`config.mk`:
```
export PLATFORM = sky130hd
export DESIGN_NAME = alu_seq_flat
export DESIGN_NICKNAME = d
export VERILOG_FILES = /design/src/rtl/alu_pkg.sv /design/src/rtl/alu_seq_if.sv /design/src/rtl/alu_mul_iter.sv /design/src/rtl/alu_seq.sv /design/src/flat_wrapper.sv
export SDC_FILE = /design/constraint.sdc
export NUM_CORES = 1
export LEC_CHECK = 0
export BUFFER_PORTS_ARGS = -buffer_cell sky130_fd_sc_hd__buf_4
export CAP_MARGIN = 15
export CORE_ASPECT_RATIO = 1.75
export CORE_MARGIN = 4
export CORE_UTILIZATION = 56
export CTS_CLUSTER_DIAMETER = 100
export DETAILED_ROUTE_END_ITERATION = 8
export GPL_TIMING_DRIVEN = 0
export MAX_ROUTING_LAYER = met4
export PLACE_DENSITY = 0.84
export SYNTH_ARGS = -nofsm -noshare
export SYNTH_HDL_FRONTEND = slang
export SYNTH_HIERARCHICAL = 1
export SYNTH_SLANG_ARGS = --single-unit
```
`constraint.sdc`:
```
create_clock -name clk -period 4.4 [get_ports clk]
set_input_delay 0.44 -clock clk [delete_from_list [all_inputs] [get_ports clk]]
set_output_delay 0.44 -clock clk [all_outputs]
set_load 0.02 [all_outputs]
```
`src/rtl/alu_pkg.sv`:
```
// Shared ALU definitions: default widths, opcodes, FSM encoding and flag-vector layout.
// Used by the sequential ALU and by the decoder/control unit.
package alu_pkg;

    localparam int unsigned ALU_WIDTH = 16;
    localparam int unsigned ALU_OPW   = 2;

    localparam logic [1:0] OP_ADD  = 2'b00;
    localparam logic [1:0] OP_NAND = 2'b01;
    localparam logic [1:0] OP_SUB  = 2'b10;
    localparam logic [1:0] OP_MUL  = 2'b11;

    typedef enum logic [0:0] {
        ST_IDLE     = 1'b0,
        ST_MUL_BUSY = 1'b1
    } alu_state_e;

    // Bit positions inside the registered flag vector
    localparam int unsigned FLAG_ZERO  = 0;
    localparam int unsigned FLAG_CARRY = 1;
    localparam int unsigned FLAG_OVF   = 2;
    localparam int unsigned FLAG_W     = 3;

endpackage

```
`src/rtl/alu_seq_if.sv`:
```
// Valid/ready operand and result channel between register-read, the ALU and write-back.
interface alu_seq_if
    import alu_pkg::*;
#(
    parameter int unsigned WIDTH = ALU_WIDTH,
    parameter int unsigned OPW   = ALU_OPW
);

    logic             in_valid;
    logic             in_ready;
    logic [OPW-1:0]   op;
    logic [WIDTH-1:0] a;
    logic [WIDTH-1:0] b;

    logic             out_valid;
    logic             out_ready;
    logic [WIDTH-1:0] result;
    logic             zero;
    logic             carry;
    logic             ovf;

    // Producer of operands and consumer of results
    modport master (
        output in_valid, op, a, b, out_ready,
        input  in_ready, out_valid, result, zero, carry, ovf
    );

    // The ALU itself
    modport slave (
        input  in_valid, op, a, b, out_ready,
        output in_ready, out_valid, result, zero, carry, ovf
    );

endinterface

```
`src/rtl/alu_mul_iter.sv`:
```
// Iterative unsigned shift-add multiplier, one multiplier bit per cycle.
// The first partial product is folded into the start cycle so done_o pulses WIDTH-1 cycles later.
module alu_mul_iter
    import alu_pkg::*;
#(
    parameter int unsigned WIDTH = ALU_WIDTH
) (
    input  logic               clk,
    input  logic               rst,
    input  logic               start_i,
    input  logic [WIDTH-1:0]   a_i,
    input  logic [WIDTH-1:0]   b_i,
    output logic               done_o,
    output logic [2*WIDTH-1:0] product_o
);

    localparam int unsigned PW    = 2 * WIDTH;
    localparam int unsigned CNT_W = $clog2(WIDTH);

    logic [PW-1:0]    mcand_q, mcand_d;
    logic [PW-1:0]    acc_q, acc_d;
    logic [WIDTH-1:0] mplier_q, mplier_d;
    logic [CNT_W-1:0] cnt_q, cnt_d;
    logic             done_q, done_d;

    logic [PW-1:0]    src_mcand;
    logic [PW-1:0]    src_acc;
    logic [WIDTH-1:0] src_mplier;
    logic             busy;

    // cnt_q counts completed iterations; non-zero means an operation is in flight
    assign busy = (cnt_q != '0);

    always_comb begin
        src_mcand  = start_i ? {WIDTH'(0), a_i} : mcand_q;
        src_mplier = start_i ? b_i : mplier_q;
        src_acc    = start_i ? PW'(0) : acc_q;

        mcand_d  = mcand_q;
        mplier_d = mplier_q;
        acc_d    = acc_q;
        cnt_d    = cnt_q;
        done_d   = 1'b0;

        if (start_i || busy) begin
            acc_d    = src_acc + (src_mplier[0] ? src_mcand : PW'(0));
            mcand_d  = src_mcand << 1;
            mplier_d = src_mplier >> 1;
        end

        if (start_i) begin
            cnt_d = CNT_W'(1);
        end else if (busy) begin
            if (cnt_q == CNT_W'(WIDTH - 1)) begin
                cnt_d  = '0;
                done_d = 1'b1;
            end else begin
                cnt_d = cnt_q + CNT_W'(1);
            end
        end
    end

    always_ff @(posedge clk or posedge rst) begin
        if (rst) begin
            mcand_q  <= '0;
            mplier_q <= '0;
            acc_q    <= '0;
            cnt_q    <= '0;
            done_q   <= 1'b0;
        end else begin
            mcand_q  <= mcand_d;
            mplier_q <= mplier_d;
            acc_q    <= acc_d;
            cnt_q    <= cnt_d;
            done_q   <= done_d;
        end
    end

    assign done_o    = done_q;
    assign product_o = acc_q;

endmodule

```
`src/rtl/alu_seq.sv`:
```
// Handshaked ALU: single-cycle ADD/NAND/SUB, iterative MUL, registered result and flags.
// Owns the valid/ready protocol, the IDLE/MUL_BUSY FSM and all flag generation.
module alu_seq
    import alu_pkg::*;
#(
    parameter int unsigned WIDTH = ALU_WIDTH,
    parameter int unsigned OPW   = ALU_OPW
) (
    input  logic       clk,
    input  logic       rst,
    alu_seq_if.slave   bus_io
);

    localparam int unsigned PW = 2 * WIDTH;

    alu_state_e        state_q;
    logic              out_valid_q;
    logic [WIDTH-1:0]  result_q;
    logic [FLAG_W-1:0] flags_q;

    logic              in_ready_c;
    logic              accept_c;
    logic              drain_c;
    logic              is_mul_c;

    logic [WIDTH:0]    sum_c;
    logic [WIDTH:0]    diff_c;
    logic [WIDTH-1:0]  alu_res_c;
    logic              alu_carry_c;
    logic              alu_ovf_c;
    logic [FLAG_W-1:0] alu_flags_c;
    logic [FLAG_W-1:0] mul_flags_c;

    logic              mul_done;
    logic [PW-1:0]     mul_prod;

    // Accept only when idle and the output slot is empty or being drained this cycle
    assign in_ready_c = (state_q == ST_IDLE) && (!out_valid_q || bus_io.out_ready);
    assign accept_c   = bus_io.in_valid && in_ready_c;
    assign drain_c    = out_valid_q && bus_io.out_ready;
    assign is_mul_c   = (bus_io.op == OPW'(OP_MUL));

    alu_mul_iter #(
        .WIDTH (WIDTH)
    ) u_mul (
        .clk       (clk),
        .rst       (rst),
        .start_i   (accept_c && is_mul_c),
        .a_i       (bus_io.a),
        .b_i       (bus_io.b),
        .done_o    (mul_done),
        .product_o (mul_prod)
    );

    // Single-cycle datapath; carry of the extended subtraction is the unsigned borrow
    always_comb begin
        sum_c       = {1'b0, bus_io.a} + {1'b0, bus_io.b};
        diff_c      = {1'b0, bus_io.a} - {1'b0, bus_io.b};
        alu_res_c   = '0;
        alu_carry_c = 1'b0;
        alu_ovf_c   = 1'b0;

        case (bus_io.op)
            OPW'(OP_ADD): begin
                alu_res_c   = sum_c[WIDTH-1:0];
                alu_carry_c = sum_c[WIDTH];
                alu_ovf_c   = (bus_io.a[WIDTH-1] == bus_io.b[WIDTH-1]) &&
                              (sum_c[WIDTH-1] != bus_io.a[WIDTH-1]);
            end
            OPW'(OP_SUB): begin
                alu_res_c   = diff_c[WIDTH-1:0];
                alu_carry_c = diff_c[WIDTH];
                alu_ovf_c   = (bus_io.a[WIDTH-1] != bus_io.b[WIDTH-1]) &&
                              (diff_c[WIDTH-1] != bus_io.a[WIDTH-1]);
            end
            OPW'(OP_NAND): begin
                alu_res_c = ~(bus_io.a & bus_io.b);
            end
            default: begin
            end
        endcase

        alu_flags_c             = '0;
        alu_flags_c[FLAG_ZERO]  = ~|alu_res_c;
        alu_flags_c[FLAG_CARRY] = alu_carry_c;
        alu_flags_c[FLAG_OVF]   = alu_ovf_c;

        mul_flags_c             = '0;
        mul_flags_c[FLAG_ZERO]  = ~|mul_prod[WIDTH-1:0];
        mul_flags_c[FLAG_OVF]   = |mul_prod[PW-1:WIDTH];
    end

    // Control FSM with registered result, flags and out_valid
    always_ff @(posedge clk or posedge rst) begin
        if (rst) begin
            state_q     <= ST_IDLE;
            out_valid_q <= 1'b0;
            result_q    <= '0;
            flags_q     <= '0;
        end else begin
            if (drain_c) begin
                out_valid_q <= 1'b0;
            end

            case (state_q)
                ST_IDLE: begin
                    if (accept_c) begin
                        if (is_mul_c) begin
                            state_q <= ST_MUL_BUSY;
                        end else begin
                            result_q    <= alu_res_c;
                            flags_q     <= alu_flags_c;
                            out_valid_q <= 1'b1;
                        end
                    end
                end
                ST_MUL_BUSY: begin
                    // Slot was freed at accept, so completion can always load it
                    if (mul_done) begin
                        result_q    <= mul_prod[WIDTH-1:0];
                        flags_q     <= mul_flags_c;
                        out_valid_q <= 1'b1;
                        state_q     <= ST_IDLE;
                    end
                end
                default: begin
                    state_q <= ST_IDLE;
                end
            endcase
        end
    end

    assign bus_io.in_ready  = in_ready_c;
    assign bus_io.out_valid = out_valid_q;
    assign bus_io.result    = result_q;
    assign bus_io.zero      = flags_q[FLAG_ZERO];
    assign bus_io.carry     = flags_q[FLAG_CARRY];
    assign bus_io.ovf       = flags_q[FLAG_OVF];

endmodule

```
`src/flat_wrapper.sv`:
```
// flat-port wrapper written by rule: the top's interface ports become plain ports
module alu_seq_flat import alu_pkg::*;
#(
    parameter int unsigned WIDTH = ALU_WIDTH,
    parameter int unsigned OPW   = ALU_OPW
)
  (clk, rst, bus_io_in_valid, bus_io_op, bus_io_a, bus_io_b, bus_io_out_ready, bus_io_in_ready, bus_io_out_valid, bus_io_result, bus_io_zero, bus_io_carry, bus_io_ovf);
  alu_seq_if #(.WIDTH(WIDTH), .OPW(OPW)) bus_io_i ();
  input  logic clk;
  input  logic rst;
  input wire logic [$bits(bus_io_i.in_valid)-1:0] bus_io_in_valid;
  input wire logic [$bits(bus_io_i.op)-1:0] bus_io_op;
  input wire logic [$bits(bus_io_i.a)-1:0] bus_io_a;
  input wire logic [$bits(bus_io_i.b)-1:0] bus_io_b;
  input wire logic [$bits(bus_io_i.out_ready)-1:0] bus_io_out_ready;
  output wire logic [$bits(bus_io_i.in_ready)-1:0] bus_io_in_ready;
  output wire logic [$bits(bus_io_i.out_valid)-1:0] bus_io_out_valid;
  output wire logic [$bits(bus_io_i.result)-1:0] bus_io_result;
  output wire logic [$bits(bus_io_i.zero)-1:0] bus_io_zero;
  output wire logic [$bits(bus_io_i.carry)-1:0] bus_io_carry;
  output wire logic [$bits(bus_io_i.ovf)-1:0] bus_io_ovf;
  assign bus_io_i.in_valid = bus_io_in_valid;
  assign bus_io_i.op = bus_io_op;
  assign bus_io_i.a = bus_io_a;
  assign bus_io_i.b = bus_io_b;
  assign bus_io_i.out_ready = bus_io_out_ready;
  assign bus_io_in_ready = bus_io_i.in_ready;
  assign bus_io_out_valid = bus_io_i.out_valid;
  assign bus_io_result = bus_io_i.result;
  assign bus_io_zero = bus_io_i.zero;
  assign bus_io_carry = bus_io_i.carry;
  assign bus_io_ovf = bus_io_i.ovf;
  alu_seq #(.WIDTH(WIDTH), .OPW(OPW)) u_core (.clk(clk), .rst(rst), .bus_io(bus_io_i));
endmodule
```
==> results_dict.tcl <==
set metrics [dict create \
    endpoint_kind "flip-flop" \
    run_status "finished clean" \
    root_buffer "sky130_fd_sc_hd__clkbuf_16" \
    postSynthAreaPerCell_um2 8.43 \
    port_buffers 58 \
    report.final.setup_viol 0 \
    area_growth_syn_to_layout_pct 13.6 \
    count_of_flip_flops_with_a_built_in_enable_after_synthesis 0 \
    crit-reg2reg-capture "u_core/u_mul/product_o[31]" \
    replace_congestion 1.03 \
    yosys_warnings 6 \
    grt_util_all_layers_pct 31.3 \
    finalHoldViolCount 0 \
    drv_cap 0 \
    worst_clock_skew_ns 0.00902 \
    count_of_non_filler_cells_in_the_finished_layout 1270 \
    tritoncts.num_buffers 9 \
    reg2reg_setup_slack_ns 0.12 \
    unrepaired_setup_endpoints_after_global_routing "yes" \
    fmax_mhz 234 \
    synth_seq_area_share_pct 30.6 \
    placedCellCount 1250 \
    max-vdd-ir-drop_v 0.000326 \
    detail_route.iter0.violations 633 \
    reg2reg_from "u_core/state_q" \
    final.min_clock_period_ns 4.28 \
    h-tree-depth 3 \
    synth_unique_cells 85 \
    cell_accounting_for_the_most_synthesized_area "sky130_fd_sc_hd__dfrtp_1" \
    die_width_um 101 \
    ctsHoldBuffers 0 \
    max_stage_delay_ns 0.59 \
    tritoncts "yes" \
    nets 1189 \
    clk-insertion-delay-late_ns 0.35 \
    area_of_combinational_cells_with_multiple_inputs_mm2 0.00556 \
    ff_latch_area_mm2 0.00260 \
    ys.flop_type "sky130_fd_sc_hd__dfrtp_1" \
    layout_common_cells "sky130_fd_sc_hd__dfrtp_1, sky130_fd_sc_hd__nand2_1, sky130_fd_sc_hd__a21oi_1" \
    initial_antenna_violation_count 0 \
    setup.worst_path.start_class "flip-flop" \
    cp_slowest_cell "sky130_fd_sc_hd__a2111oi_2" \
    worstRegToRegCells 17 \
    worst-endpoint-arrival_ns 4.57 \
    synth_top_cell_area_share_pct 30.6 \
    synth-seq-cells 104 \
    timing.max_slew.rel_slack_pct 34.3 \
    first_global_vias 8175 \
    grt_max_degree 61 \
    critPathRequiredTime_ns 4.69 \
    floorplan.initialDensity_pct 57.0 \
    vias_per_cell 6.42 \
    final_common_cell "sky130_fd_sc_hd__dfrtp_1" \
    diodes 0 \
    critical_path_class "flip-flop to flip-flop" \
    clkSinkCount 104 \
    report.final.slew_viol_count 0 \
    grt_remaining_overflow 0 \
    ys_top_cells_by_area "sky130_fd_sc_hd__dfrtp_1, sky130_fd_sc_hd__ha_1, sky130_fd_sc_hd__a21oi_1" \
    die_y_um 171 \
    setup_tns_ns 0 \
    clk_path_buf_depth 2 \
    drc_errors 0 \
    powerDensity_mw_per_mm2 615 \
    tightestPinTransition_ns 0.982 \
    clk_transition_reported_paths_ns 0.08 \
    holdCritPathClass "input pin to asynchronous set/reset pin" \
    rows 59 \
    cell_chain_of_the_critical_path "a21oi_2, nand2_1, nor2_1, buf_6, clkbuf_8, buf_6, mux2i_4, nor2_1, ha_1, and3_1, and3b_1, o21ai_2, a2111oi_2, o32ai_4, or3_1, a31oi_1, a221o_1" \
    route.final.wire_length_mm 26.2 \
    drt-pass1-iter-count 7 \
    synth_cells 1008 \
    synthesis.area_mm2 0.00849 \
    mappedNetlistNets 1115 \
    drive_gt1_share_pct 14.2 \
    antenna_violating_nets_post_route 0 \
    n_fill_cell 1256 \
    worst_path_max_fanout 10 \
    design.die.area_mm2 0.0173 \
    ys_async_sr_fraction_pct 100 \
    leakagePower_nw 4.48 \
    finalCritPeriodShare_pct 97.3 \
    core_outline_area_mm2 0.0149 \
    ioPinCount 59 \
    routed-via-count 8159 \
    hpwl_mm 20.3 \
    wl_per_cell_um 20.7 \
    wire_length_of_the_first_global_routing_pass_mm 41.0 \
]
-- logic make-up after synthesis --
| group | after synthesis | synth area share, % |
|---|---|---|
| AND/OR/NAND/NOR | 365 | 21.6 |
| flip-flops | 104 | 30.6 |
| adder cells (fa/ha/maj) | 69 | 10.4 |
| multiplexers | 51 | 6.05 |
| AO/OA/AOI/OAI | 284 | 22.7 |
| buffers and inverters | 99 | 4.86 |
| XOR/XNOR | 36 | 3.71 |
-- worst max-delay path: cells and delay by family (launching register included) --
| kind | cells | cell delay [ns] |
|---|---|---|
| flip-flops | 1 | 0.45 |
| adder cells (fa/ha/maj) | 1 | 0.36 |
| AND/OR/NAND/NOR | 6 | 1.14 |
| AO/OA/AOI/OAI | 6 | 1.35 |
| multiplexers | 1 | 0.32 |
| buffers and inverters | 3 | 0.58 |
-- final cells by class --
| class | instances | share of cell area, % |
|---|---|---|
| multi-input combinational | 805 | 57.6 |
| buffer | 54 | 3.05 |
| clock buffer | 9 | 2.33 |
| sequential | 104 | 27.0 |
| timing repair buffer | 67 | 5.42 |
| tap | 183 | 2.37 |
| inverter | 41 | 1.62 |
| clock inverter | 7 | 0.648 |
-- power by group --
part	switching (W)	internal, W	total (W)
clock network	0.000379	0.000395	0.000774
registers	0.000350	0.00141	0.00176
logic	0.00201	0.00139	0.00340
total	0.00274	0.00320	0.00594
-- layer usage --
| metal | up-vias | GRT usage [%] | share of wire [%] | wire length, µm |
|---|---|---|---|---|
| met4 | 0 | 23.7 | 8.4 | 2210 |
| met3 | 162 | 3.75 | 4.9 | 1290 |
| met2 | 375 | 56.0 | 53 | 13800 |
| li1 | 3744 | - | - | - |
| met1 | 3878 | 29.9 | 34 | 8900 |
| met5 | - | - | 0 | 0 |
-- flip-flops by register name, indices dropped and copies added, names as in the netlist --
register	count
u_core/u_mul/product_o	32
u_core/u_mul/mcand_q	31
u_core/bus_io.result	16
u_core/u_mul/mplier_q	15
u_core/u_mul/cnt_q	4
u_core/flags_q	3
u_core/bus_io.out_valid	1
u_core/state_q	1
u_core/u_mul/done_o	1
-- repair_timing --
action | 4_1_cts | 5_1_grt
pin swaps | 2 | 6
buffers inserted | 1 | 7
gates resized for setup | 20 | 22
endpoints found under the setup margin | 21 | 14
-- how the worst max path moves through the flow --
stage                         startpoint                          to  slack, ns  cells after the start
after floorplan             bus_io_op[0]  u_core/u_mul/product_o[26]      -0.01                     20
after global placement      bus_io_op[0]  u_core/u_mul/product_o[30]      -1.20                     21
after detailed placement    bus_io_op[0]  u_core/u_mul/product_o[30]      -1.24                     21
after CTS                 u_core/state_q  u_core/u_mul/product_o[31]      -0.01                     18
after global routing      u_core/state_q  u_core/u_mul/product_o[25]      -0.04                     17
final                     u_core/state_q  u_core/u_mul/product_o[31]       0.12                     17
-- Yosys cell counts (all sizes together) (11+ instances only) --
| cell type | number |
|---|---|
| a21o | 28 |
| o21ai | 58 |
| nand2 | 101 |
| xnor2 | 19 |
| nor2b | 44 |
| a211oi | 11 |
| mux2i | 48 |
| nand3b | 19 |
| inv | 41 |
| nand3 | 11 |
| ha | 66 |
| xor2 | 17 |
| nor2 | 89 |
| buf | 22 |
| a21oi | 103 |
| nor4 | 12 |
| nor3 | 13 |
| clkbuf | 36 |
| dfrtp | 104 |
| and2 | 22 |
-- metrics by stage --
| stage | cell area [µm²] | setup WS [ns] | utilization (%) | total power (W) | hold WS, ns |
|---|---|---|---|---|---|
| floorplan | 8500 | -0.0146 | - | 0.00405 | 0.417 |
| global placement | 9160 | -1.20 | 61.5 | 0.00489 | 0.451 |
| detailed placement | 9190 | -1.24 | 61.7 | 0.00499 | 0.441 |
| CTS | 9540 | -0.00967 | 64.0 | 0.00583 | 0.0632 |
| global route | 9650 | -0.0391 | 64.7 | 0.00635 | 0.0782 |
| finish | 9650 | 0.118 | 64.7 | 0.00594 | 0.0557 |
Power figures use the tool's default switching activity.
